--- config.mk ---
export PLATFORM = sky130hd
export DESIGN_NAME = tow_player_input
export DESIGN_NICKNAME = d
export VERILOG_FILES = /design/src/rtl/tow_player_input.sv
export SDC_FILE = /design/constraint.sdc
export NUM_CORES = 1
export LEC_CHECK = 0
export CORE_ASPECT_RATIO = 0.75
export CORE_MARGIN = 5
export CORE_UTILIZATION = 30
export CTS_CLUSTER_DIAMETER = 100
export DETAILED_ROUTE_END_ITERATION = 8
export PLACE_DENSITY = 0.52
export SYNTH_ARGS = -nofsm -noshare
export SYNTH_HDL_FRONTEND = slang
export SYNTH_SLANG_ARGS = --single-unit
--- constraint.sdc ---
create_clock -name clk -period 3.7 [get_ports clk]
set_clock_uncertainty 0.2 [all_clocks]
set_input_delay 0.37 -clock clk [delete_from_list [all_inputs] [get_ports clk]]
set_output_delay 0.37 -clock clk [all_outputs]
set_load 0.005 [all_outputs]
--- src/rtl/tow_player_input.sv ---
// Tug-of-war player front end.
// Turns the two raw active-low push keys into clean single-cycle move pulses.
// Each key passes through a 2-FF synchronizer, a debouncer and a press-to-pulse FSM.
// When cpu_en is set, LFSR-driven computer presses replace the right key.
//
// Ports:
//   clk         system clock, all logic on posedge
//   reset       synchronous, active-high reset
//   key_l_n     raw left key, asynchronous, active-low
//   key_r_n     raw right key, asynchronous, active-low
//   cpu_en      1 = right player is the computer (key_r_n pulse discarded)
//   difficulty  computer press probability = difficulty / 2**DW per tick
//   L, R        registered one-cycle left / right move pulses
module tow_player_input #(
    parameter int unsigned DB_CYCLES   = 50000,
    parameter int unsigned TICK_CYCLES = 25000,
    parameter int unsigned DW          = 4
) (
    input  logic          clk,
    input  logic          reset,
    input  logic          key_l_n,
    input  logic          key_r_n,
    input  logic          cpu_en,
    input  logic [DW-1:0] difficulty,
    output logic          L,
    output logic          R
);

    localparam int unsigned CW = $clog2(DB_CYCLES);
    localparam int unsigned TW = $clog2(TICK_CYCLES);
    localparam int unsigned LW = 10;
    localparam int unsigned CH_L = 0;
    localparam int unsigned CH_R = 1;

    localparam logic [CW-1:0] CNT_LAST  = CW'(DB_CYCLES - 1);
    localparam logic [TW-1:0] TICK_LAST = TW'(TICK_CYCLES - 1);
    localparam logic [LW-1:0] LFSR_SEED = 10'h001;

    localparam logic [0:0] RELEASED = 1'b0;
    localparam logic [0:0] PRESSED  = 1'b1;

    // Channel index 0 = left, 1 = right; key level 1 = released.
    logic [1:0]    key_n;
    logic [1:0]    s1;
    logic [1:0]    s2;
    logic [1:0]    db;
    logic [CW-1:0] cnt [2];
    logic [1:0]    state;
    logic [1:0]    state_next;
    logic [1:0]    pulse_c;

    logic [TW-1:0] tick_cnt;
    logic [LW-1:0] lfsr;
    logic [LW-1:0] lfsr_next_c;
    logic          tick_c;
    logic          cpu_fire_c;

    assign key_n = {key_r_n, key_l_n};

    // Synchronizer and debounce: db follows s2 only after DB_CYCLES consecutive mismatching cycles.
    always_ff @(posedge clk) begin
        if (reset) begin
            s1 <= '1;
            s2 <= '1;
            db <= '1;
            for (int i = 0; i < 2; i++) begin
                cnt[i] <= '0;
            end
        end else begin
            s1 <= key_n;
            s2 <= s1;
            for (int i = 0; i < 2; i++) begin
                if (s2[i] != db[i]) begin
                    if (cnt[i] == CNT_LAST) begin
                        db[i]  <= s2[i];
                        cnt[i] <= '0;
                    end else begin
                        cnt[i] <= cnt[i] + CW'(1);
                    end
                end else begin
                    cnt[i] <= '0;
                end
            end
        end
    end

    // Press-to-pulse FSM next state; a pulse is requested only on RELEASED -> PRESSED.
    always_comb begin
        state_next = state;
        pulse_c    = '0;
        for (int i = 0; i < 2; i++) begin
            case (state[i])
                RELEASED: begin
                    if (!db[i]) begin
                        state_next[i] = PRESSED;
                        pulse_c[i]    = 1'b1;
                    end
                end
                default: begin
                    if (db[i]) begin
                        state_next[i] = RELEASED;
                    end
                end
            endcase
        end
    end

    // Computer player: decision uses the LFSR value produced by this tick's advance.
    assign tick_c      = (tick_cnt == TICK_LAST);
    assign lfsr_next_c = {lfsr[LW-2:0], lfsr[9] ^ lfsr[6]};
    assign cpu_fire_c  = tick_c && (lfsr_next_c[DW-1:0] < difficulty);

    // Tick counter and LFSR run regardless of cpu_en.
    always_ff @(posedge clk) begin
        if (reset) begin
            tick_cnt <= '0;
            lfsr     <= LFSR_SEED;
        end else begin
            tick_cnt <= tick_c ? '0 : tick_cnt + TW'(1);
            if (tick_c) begin
                lfsr <= lfsr_next_c;
            end
        end
    end

    // FSM state and output registers; the right channel keeps running but is muxed out under cpu_en.
    always_ff @(posedge clk) begin
        if (reset) begin
            state <= {RELEASED, RELEASED};
            L     <= 1'b0;
            R     <= 1'b0;
        end else begin
            state <= state_next;
            L     <= pulse_c[CH_L];
            R     <= cpu_en ? cpu_fire_c : pulse_c[CH_R];
        end
    end

endmodule
==> results of run 1 <==
power by group through the flow:
stage	combinational [mW]	sequential, mW	clock, mW
detailed placement	0.0574	0.833	0
CTS	0.0579	0.816	0.815
global placement	0.0571	0.831	0
finish	0.0579	0.817	0.786
global route	0.0677	0.820	0.851
floorplan	0.0429	0.827	0
critical path, delay by kind of cell, from the launching register on:
family / cells / cell delay, ns
AND/OR/NAND/NOR: 4 / 1.57
flip-flops: 1 / 0.48
sequential cells by signal, summed over array words and instances, names as in the netlist:
| register | count |
|---|---|
| L | 1 |
| s2 | 2 |
| s1 | 2 |
| lfsr | 10 |
| tick_cnt | 15 |
| R | 1 |
| cnt | 32 |
| db | 2 |
| state | 2 |
final timing paths:
check,start,to
worst min-delay path,state[0]$_SDFF_PP0_,L$_SDFF_PP0_
worst max-delay path,cnt[0][4]$_SDFFCE_PP0P_,cnt[0][8]$_SDFFCE_PP0P_
worst min register to register,state[0]$_SDFF_PP0_,L$_SDFF_PP0_
worst max register to register,cnt[0][4]$_SDFFCE_PP0P_,cnt[0][8]$_SDFFCE_PP0P_
routing by layer:
layer / global-route usage, % / vias to the layer above / part of all wire, %
met5: 0 / - / 0
met4: 4.65 / 0 / 2.0
met3: 3.47 / 11 / 3.9
met2: 13.2 / 23 / 41
met1: 13.8 / 972 / 53
li1: - / 1128 / -
cell type report:
| type | instances | area share, % |
|---|---|---|
| clock inverters | 7 | 1.30 |
| inverters | 12 | 1.20 |
| well taps | 136 | 4.54 |
| multi-input cells | 250 | 39.6 |
| repair buffers | 12 | 3.07 |
| clock buffers | 9 | 6.01 |
| flip-flops and latches | 67 | 44.3 |
cell usage in the layout (no fill, tap or decap), types with 2 or more instances in the layout:
cell type	count
a211o_1	2
and3_1	2
and4_1	3
buf_4	2
clkbuf_16	9
clkdlybuf4s50_1	10
clkinv_2	2
conb_1	32
dfxtp_1	35
edfxtp_1	32
ha_1	6
inv_1	12
inv_4	2
inv_6	2
mux2i_1	10
nand2_1	14
nand3_1	15
nand4_1	9
nand4b_1	3
nor2_1	67
nor3_1	12
nor4_1	10
nor4b_1	2
nor4bb_1	2
o21ai_0	2
or2_2	4
xnor2_1	33
xor2_1	10
metrics by stage:
stage | total power, mW | utilization (%) | setup WS [ns] | instances | hold slack [ns]
final | 1.66 | 36.6 | 1.19 | 493 | 0.180
after global routing | 1.74 | 36.6 | 0.976 | 493 | 0.206
after CTS | 1.69 | 36.6 | 1.17 | 493 | 0.185
after detailed placement | 0.890 | 33.9 | 1.19 | 477 | 0.177
after global placement | 0.889 | 33.9 | 1.22 | 477 | 0.171
after floorplan | 0.870 | - | 1.57 | 337 | 0.167
cells in the mapped netlist (3+ instances only):
cell / instances
nand3_1: 15
nand4_1: 9
nand2_1: 14
or2_2: 4
and4_1: 3
nor2_1: 67
nor4_1: 10
edfxtp_1: 32
nor3_1: 12
dfxtp_1: 35
mux2i_1: 10
nand4b_1: 3
xnor2_1: 33
ha_1: 6
inv_1: 12
xor2_1: 10
clkbuf_1: 4
logic make-up (layout without fill, tap and decap cells):
| kind of cell | Yosys count | after routing | share of synthesized area [%] |
|---|---|---|---|
| flops | 67 | 67 | 53.1 |
| other cells | 1 | 32 | 0.120 |
| buf+inv | 20 | 40 | 3.24 |
| compound gates | 9 | 9 | 2.08 |
| fa+ha+maj | 6 | 6 | 2.40 |
| mux | 10 | 10 | 3.20 |
| xor+xnor | 43 | 43 | 12.0 |
| simple gates | 150 | 150 | 23.9 |
==> impl_results.md, run 1 <==
- Resize count post-CTS: 0
- Post-route cell area: roughly 3700 um^2
- Initial Utilization: 30.5%
- Cell taking the most area after synthesis: edfxtp_1
- Reg2Reg Depth: 4
- Cells after Synth: around 310
- Slew margin rel.: 62.7%
- # diodes: 0
- HP Class: flop to flop
- Pin count of the biggest net entering global routing: 22
- Peak VDD IR: 0.000240 V
- Core area: 10200 um^2
- Die height: between 90 and 100 um
- WP data arrival: ~2.4 ns
- Clock buffer count from CTS: 9
- Max Clk Rate: between 0.3 and 0.4 GHz
- CP required: approximately 3.6 ns
- Grt total ovfl: 0
- WL/cell: approximately 11 um
- # H-tree levels: 3
- Root buffer cell: clkbuf_16
- Share of layout cells above drive strength 1: 7.00%
- Row count: 32
- Setup_tns: 0 ns
- Max FO, Critical Path: 16
- Initial antenna violation count: 0
- Async SR Flop Fraction: 0%
- Io pins: 11
- Vias: 2134
- Crit-path slowest cell: or4bb_1
- GRT Util Overall: slightly below 10%
- Final WL: roughly 5500 um
- Setup Fix Bufs, Post-CTS: 0
- Fill cell total of the finished layout: between 1000 and 1500
- DR vias/cell: 4.33
- Unrepaired setup endpoints after global routing: false
- Lkg Pwr: 1.35 nW
- Fin crit share: between 60 and 70%
- Worst setup EP type: flop
- Power per cell area: ~440 nW/um^2
- Outcome: complete, no violations
- Ys flop type: dfxtp_1
- PortBufs: 10
- Internal power: around 1.3 mW
- Area after DPL: between 3000 and 4000 um^2
- Clock tree from TritonCTS: done
- Netlist cell types: 38
- Hold Path Stages: 1
- Die width: 128 um
- Clk buf depth: 2
- Iter 0 DRT Violations: around 100
- Yosys reg bits: 67
- Min Tclk post-route: 2.51 ns
- Area share of the largest cell type after synthesis: a little under a third
- Setup-failing EPs final: 0
- DR pass1 iterations: 4
- Seq. cell area: ~1700 um^2
- FF-to-FF setup slack: 1.19 ns
- Synth warn: 0
- Reg power frac: 49.2%
- Multi-input gate area: approximately 1500 um^2
- First-pass GRT wire length: 9830 um
- Vias in the first global route: 2071
- P_sw: around 0.38 mW
- Synth Cell Area: between 3000 and 4000 um^2
- Area grow syn2layout: 19.8%
- Routability cong.: roughly 0.75
- CP peak stage delay: ~0.55 ns
- DRC viols: 0
- Post-synth EDFFs: 32
- Combinational power share: 3.5%
- Critical-path cell list: or4bb_1 > nor4_2 > or3_1 > nor2_1
- Max Cap Viol: 0
- Worst-Margin Slew: around 0.56 ns
- Clock latency on the worst-skew pair: ~0.33 ns
- CTS clk-pin slew, worst paths: 0.06 ns
- Switching part of the total power: 22.9%
- DP HPWL: ~3800 um
- Clk network pwr share: roughly 47%
- CTS Sinks: 67
- Hold-fix buffers at CTS: 0
- Critical path type: flop to flop
- Sequential-to-total area share from yosys stat: around 53%
- Startpoint types: flop
- Max-slew violation count: 0
- Syn_area_per_cell: just over 10 um^2
- Area contributors post-synth: edfxtp_1 31%, dfxtp_1 22%, xnor2_1 9.2%, nor2_1 8.0%, mux2i_1 3.2%
- Die area: around 13000 um^2
- Antenna violation net count after detailed routing: 0
- Final hold vios: 0
- Net count, final: around 370
No activity file was read; power rests on OpenSTA's default activity.
==> run 2: changes to the inputs <==
PLACE_DENSITY = 0.54   (was 0.52)
clock period = 2.09 ns   (was 3.7 ns; I/O delays follow)
==> impl_results.md, run 2 (synthesis gave the netlist of run 1 again) <==
- CP required: 1.97 ns (was 3.56 ns)
- DR vias/cell: 4.39 (was 4.33)
- Pin count of the biggest net entering global routing: 24 (was 22)
- Antenna violation net count after detailed routing: 0 (unchanged)
- CTS clk-pin slew, worst paths: 0.06 ns (about the same)
- Met2 track demand over resource: 13.1% (was 13.2%)
- Setup-failing EPs final: 0 (unchanged)
- Initial Utilization: 30.5% (unchanged)
- Combinational power share: 4.3% (was 3.5%)
- # diodes: 0 (unchanged)
- HP Class: flop to flop (unchanged)
- Reg power frac: 47.9% (was 49.2%)
- Clock buffer count from CTS: 9 (unchanged)
- Dpl ws: 0.0606 ns (was 1.19 ns)
- Row count: 32 (unchanged)
- Die height: 98.5 um (unchanged)
- Die area: 12600 um^2 (unchanged)
- Lkg Pwr: 1.47 nW (was 1.35 nW)
- Final cell count without fillers: 513 (was 493)
- Die width: 128 um (unchanged)
- Commonest cells after routing, fill and taps aside: 64 x nor2_1, 35 x dfxtp_1, 33 x xnor2_1 (was 67 x nor2_1, 35 x dfxtp_1, 33 x xnor2_1)
- Initial antenna violation count: 0 (unchanged)
- Max-slew violation count: 0 (unchanged)
- Gr busiest metal: met2 (was met1)
- Clock latency on the worst-skew pair: 0.33 ns (about the same)
- Outcome: complete, no violations (unchanged)
- CTS Sinks: 67 (unchanged)
- Fin crit share: 98.0% (was 67.9%)
- Root buffer cell: clkbuf_16 (unchanged)
- Crit-path slowest cell: or4_4 (was or4bb_1)
- Startpoint types: flop (unchanged)
- Switching part of the total power: 21.8% (was 22.9%)
- WP data arrival: 1.93 ns (was 2.37 ns)
- Max Clk Rate: 0.488 GHz (was 0.398 GHz)
- Internal power: 2.35 mW (was 1.28 mW)
- Core area: 10200 um^2 (unchanged)
- Max reg flops: 32 (unchanged)
- Clk network pwr share: 47.8% (was 47.3%)
- Commonest non-fill, non-tap cell in the layout: nor2_1 (unchanged)
- GR Util met3: 3.41% (was 3.47%)
- DR pass1 iterations: 4 (unchanged)
- Net count, final: 387 (was 367)
- Vias: 2250 (was 2134)
- Min Tclk post-route: 2.05 ns (was 2.51 ns)
- Seq. cell area: 1660 um^2 (unchanged)
- Core Util, Final: 38.7% (was 36.6%)
- Max Cap Viol: 0 (unchanged)
- Fill cell total of the finished layout: 1067 (was 1064)
- WL/cell: 10.8 um (was 11.1 um)
- P_sw: 0.657 mW (was 0.380 mW)
- Peak VDD IR: 0.000428 V (was 0.000240 V)
- Vias in the first global route: 2030 (was 2071)
- Fin worst setup slack: 0.0414 ns (was 1.19 ns)
- Share of layout cells above drive strength 1: 13.0% (was 7.00%)
- Multi-input gate area: 1510 um^2 (was 1480 um^2)
- Grt total ovfl: 0 (unchanged)
- Max FO, Critical Path: 8 (was 16)
- Unrepaired setup endpoints after global routing: true (was false)
- Hold-fix buffers at CTS: 0 (unchanged)
- # H-tree levels: 3 (unchanged)
- Routability cong.: 0.766 (was 0.750)
- Critical-path cell list: or4_4 > nor4_4 > or3_4 > buf_6 > nor2_1 (was or4bb_1 > nor4_2 > or3_1 > nor2_1)
- Worst path buffer plus inverter count: 1 (was 0)
- First-pass GRT wire length: 9330 um (was 9830 um)
- Worst setup EP type: flop (unchanged)
- Clock tree from TritonCTS: done (unchanged)
- Area grow syn2layout: 26.7% (was 19.8%)
- Clk buf depth: 2 (unchanged)
- DP HPWL: 3940 um (was 3790 um)
- Final WL: 5520 um (was 5490 um)
- Critical path type: flop to flop (unchanged)
- Iter 0 DRT Violations: 59 (was 99)
- DRC viols: 0 (unchanged)
- Top flop regs: cnt x32, tick_cnt x15, lfsr x10 (unchanged)
- Io pins: 11 (unchanged)
- Top delay family on crit path: simple AND/OR/NAND/NOR gates (unchanged)
- Largest register by flop count: cnt (unchanged)
- CP peak stage delay: 0.58 ns (was 0.55 ns)
- PortBufs: 10 (unchanged)
- Power per cell area: 759 nW/um^2 (was 443 nW/um^2)
- Final hold vios: 0 (unchanged)
- GRT Util Overall: 9.20% (was 9.77%)
- Power Total: 3.01 mW (was 1.66 mW)
- Met1 usage: 12.8% (was 13.8%)
- Inst Count DP: 495 (was 477)
[run 2: timing repair]
item,in CTS,in global routing
buffers inserted,0,2
setup endpoints to repair,0,31
gates resized for setup,0,8
[run 2: final timing paths]
path,to,slack (ns),cells past startpoint,start
worst max-delay path,cnt[0][3]$_SDFFCE_PP0P_,0.04,5,cnt[0][10]$_SDFFCE_PP0P_
worst min-delay path,L$_SDFF_PP0_,0.19,1,state[0]$_SDFF_PP0_
worst max register to register,cnt[0][3]$_SDFFCE_PP0P_,0.04,5,cnt[0][10]$_SDFFCE_PP0P_
worst min register to register,L$_SDFF_PP0_,0.19,1,state[0]$_SDFF_PP0_
[run 2: worst register-to-register path, delay by kind of cell (launching register included)]
kind | cells | cell delay [ns]
buffers and inverters | 1 | 0.12
DFF | 1 | 0.40
and+or+nand+nor | 4 | 1.08
[run 2: per-layer routing]
metal | part of all wire (%) | wire length, um
met5 | 0 | 0
met4 | 1.5 | 80
met2 | 42 | 2330
met3 | 3.7 | 205
met1 | 52 | 2900
[run 2: stage by stage]
stage          hold slack [ns]  TNS [ns]  instance area [um^2]
2_1_floorplan           0.0976   -0.0717                  3260
3_3_place_gp             0.171         0                  3630
3_5_place_dp             0.186         0                  3630
4_1_cts                  0.196         0                  3920
5_1_grt                  0.218    -0.958                  3970
6_report                 0.193         0                  3970
[run 2: area by class of cell]
class                   count  area share [%]
inverters                  12            1.14
multi-input cells         250            38.1
clock inverters             5           0.883
well taps                 136            4.29
flip-flops and latches     67            41.9
repair buffers             32            7.29
clock buffers              11            6.40
[run 2: power by group through the flow]
| stage | sequential, mW | clock (mW) | combinational [mW] |
|---|---|---|---|
| finish | 1.44 | 1.44 | 0.129 |
| global route | 1.45 | 1.55 | 0.146 |
| CTS | 1.44 | 1.49 | 0.123 |
| detailed placement | 1.47 | 0 | 0.123 |
| global placement | 1.47 | 0 | 0.122 |
| floorplan | 1.46 | 0 | 0.0765 |
==> run 3: changes to the inputs <==
RECOVER_POWER = 100   (was not set)
==> impl_results.md, run 3 (synthesis gave the netlist of run 1 again) <==
- Setup-failing EPs final: 0 (unchanged)
- Fin crit share: 98.0% (about the same)
- Antenna violation net count after detailed routing: 0 (unchanged)
- Pin count of the biggest net entering global routing: 24 (unchanged)
- Initial antenna violation count: 0 (unchanged)
- CTS clk-pin slew, worst paths: 0.06 ns (about the same)
- Row count: 32 (unchanged)
- Die width: 128 um (unchanged)
- Top flop regs: cnt x32, tick_cnt x15, lfsr x10 (unchanged)
- Final hold vios: 0 (unchanged)
- WL/cell: 10.7 um (was 10.8 um)
- Max Cap Viol: 0 (unchanged)
- Area grow syn2layout: 26.0% (was 26.7%)
- Post-route cell area: 3950 um^2 (was 3970 um^2)
- DR vias/cell: 4.36 (was 4.39)
- First-pass GRT wire length: 9330 um (unchanged)
- Max FO, Critical Path: 8 (unchanged)
- Final WL: 5510 um (was 5520 um)
- CP required: 1.97 ns (about the same)
- Iter 0 DRT Violations: 60 (was 59)
- Slew margin rel.: between 40% and 50%
- Largest register by flop count: cnt (unchanged)
- Startpoint types: flop (unchanged)
- # H-tree levels: 3 (unchanged)
- CP peak stage delay: 0.58 ns (about the same)
- Clock tree from TritonCTS: done (unchanged)
- # diodes: 0 (unchanged)
- CTS Sinks: 67 (unchanged)
- GRT Util Overall: 9.20% (unchanged)
- PortBufs: 10 (unchanged)
- Die height: 98.5 um (unchanged)
- DR pass1 iterations: 4 (unchanged)
- Routability cong.: 0.766 (unchanged)
- Core Util, Final: 38.5% (was 38.7%)
- Worst-Margin Slew: slightly below 0.9 ns
- Worst setup EP type: flop (unchanged)
- Critical path type: flop to flop (unchanged)
- Clock buffer count from CTS: 9 (unchanged)
- Commonest non-fill, non-tap cell in the layout: nor2_1 (unchanged)
- Clock latency on the worst-skew pair: 0.33 ns (about the same)
- Reg2Reg Depth: 5 (unchanged)
- Root buffer cell: clkbuf_16 (unchanged)
- FF-to-FF setup slack: 0.04 ns (about the same)
- Max Clk Rate: 0.488 GHz (about the same)
- Critical-path cell list: or4_4 > nor4_4 > or3_4 > buf_6 > nor2_1 (unchanged)
- Share of layout cells above drive strength 1: 12.7% (was 13.0%)
- Power Total: 3.00 mW (was 3.01 mW)
- Net count, final: 387 (unchanged)
- Vias: 2235 (was 2250)
- Initial Utilization: 30.5% (unchanged)
- Clk buf depth: 2 (unchanged)
- Max-slew violation count: 0 (unchanged)
- Peak VDD IR: 0.000426 V (was 0.000428 V)
- Area after DPL: 3630 um^2 (unchanged)
- Power per cell area: 761 nW/um^2 (was 759 nW/um^2)
- Commonest cells after routing, fill and taps aside: 64 x nor2_1, 35 x dfxtp_1, 33 x xnor2_1 (unchanged)
- Grt total ovfl: 0 (unchanged)
- Lkg Pwr: 1.47 nW (about the same)
- Min Tclk post-route: 2.05 ns (about the same)
- Io pins: 11 (unchanged)
- Core area: 10200 um^2 (unchanged)
- DRC viols: 0 (unchanged)
- HP Class: flop to flop (unchanged)
- Outcome: complete, no violations (unchanged)
- Die area: 12600 um^2 (unchanged)
- DP HPWL: 3940 um (unchanged)
- Unrepaired setup endpoints after global routing: true (unchanged)
- Crit-path slowest cell: or4_4 (unchanged)
- WP data arrival: 1.93 ns (about the same)
- Vias in the first global route: 2030 (unchanged)
- Max reg flops: 32 (unchanged)
- Hold Path Stages: 1 (unchanged)
-- run 3: cell count changes in the layout (fill, tap and decap cells not counted) --
cell             before  now
buf_4                19   16
clkbuf_2              0    2
clkdlybuf4s50_1      10    8
clkbuf_1              1    2
buf_12                1    0
dlygate4sd3_1         0    2
clkbuf_4              0    1
-- run 3: worst paths after layout --
kind                                  from                 endpoint
setup reg to reg  cnt[0][10]$_SDFFCE_PP0P_  cnt[0][3]$_SDFFCE_PP0P_
hold / removal         state[0]$_SDFF_PP0_             L$_SDFF_PP0_
setup / recovery  cnt[0][10]$_SDFFCE_PP0P_  cnt[0][3]$_SDFFCE_PP0P_
hold reg to reg        state[0]$_SDFF_PP0_             L$_SDFF_PP0_
-- run 3: layout make-up --
| cell class | count | area, um^2 |
|---|---|---|
| clock inverters | 5 | 35.0 |
| fillers | 1070 | 6300 |
| inverters | 12 | 45.0 |
| multi-input cells | 250 | 1510 |
| clock buffers | 11 | 254 |
| repair buffers | 32 | 268 |
| well taps | 136 | 170 |
| flip-flops and latches | 67 | 1660 |
-- run 3: stage by stage --
step,worst slack [ns],hold slack [ns],std cells,TNS [ns]
3_5_place_dp,0.0606,0.186,495,0
6_report,0.0422,0.193,513,0
3_3_place_gp,0.101,0.171,495,0
2_1_floorplan,-0.00818,0.0976,337,-0.0717
4_1_cts,0.0431,0.196,511,0
5_1_grt,-0.0687,0.218,513,-1.15
-- run 3: routing by layer --
metal	wire (um)	part of all wire (%)	track usage, %
met1	2900	53	12.8
met2	2330	42	13.1
met3	192	3.5	3.41
met4	81	1.5	3.18
met5	0	0	0
-- run 3: power by group --
group | internal [mW] | total, mW | switching, mW
Clock | 0.878 | 1.44 | 0.559
Sequential | 1.41 | 1.44 | 0.0309
Combinational | 0.0614 | 0.124 | 0.0625
Total | 2.35 | 3.00 | 0.653
-- run 3: critical path: cells and delay by family, from the launching register on --
kind	cells	cell delay, ns
buffers and inverters	1	0.12
AND/OR/NAND/NOR	4	1.08
flip-flops	1	0.40
-- run 3: repair_timing --
item | 4_1_cts | 5_1_grt
resized for setup | 0 | 8
setup buffers | 0 | 2
endpoints found under the setup margin | 0 | 31
hold buffers | 0 | 0
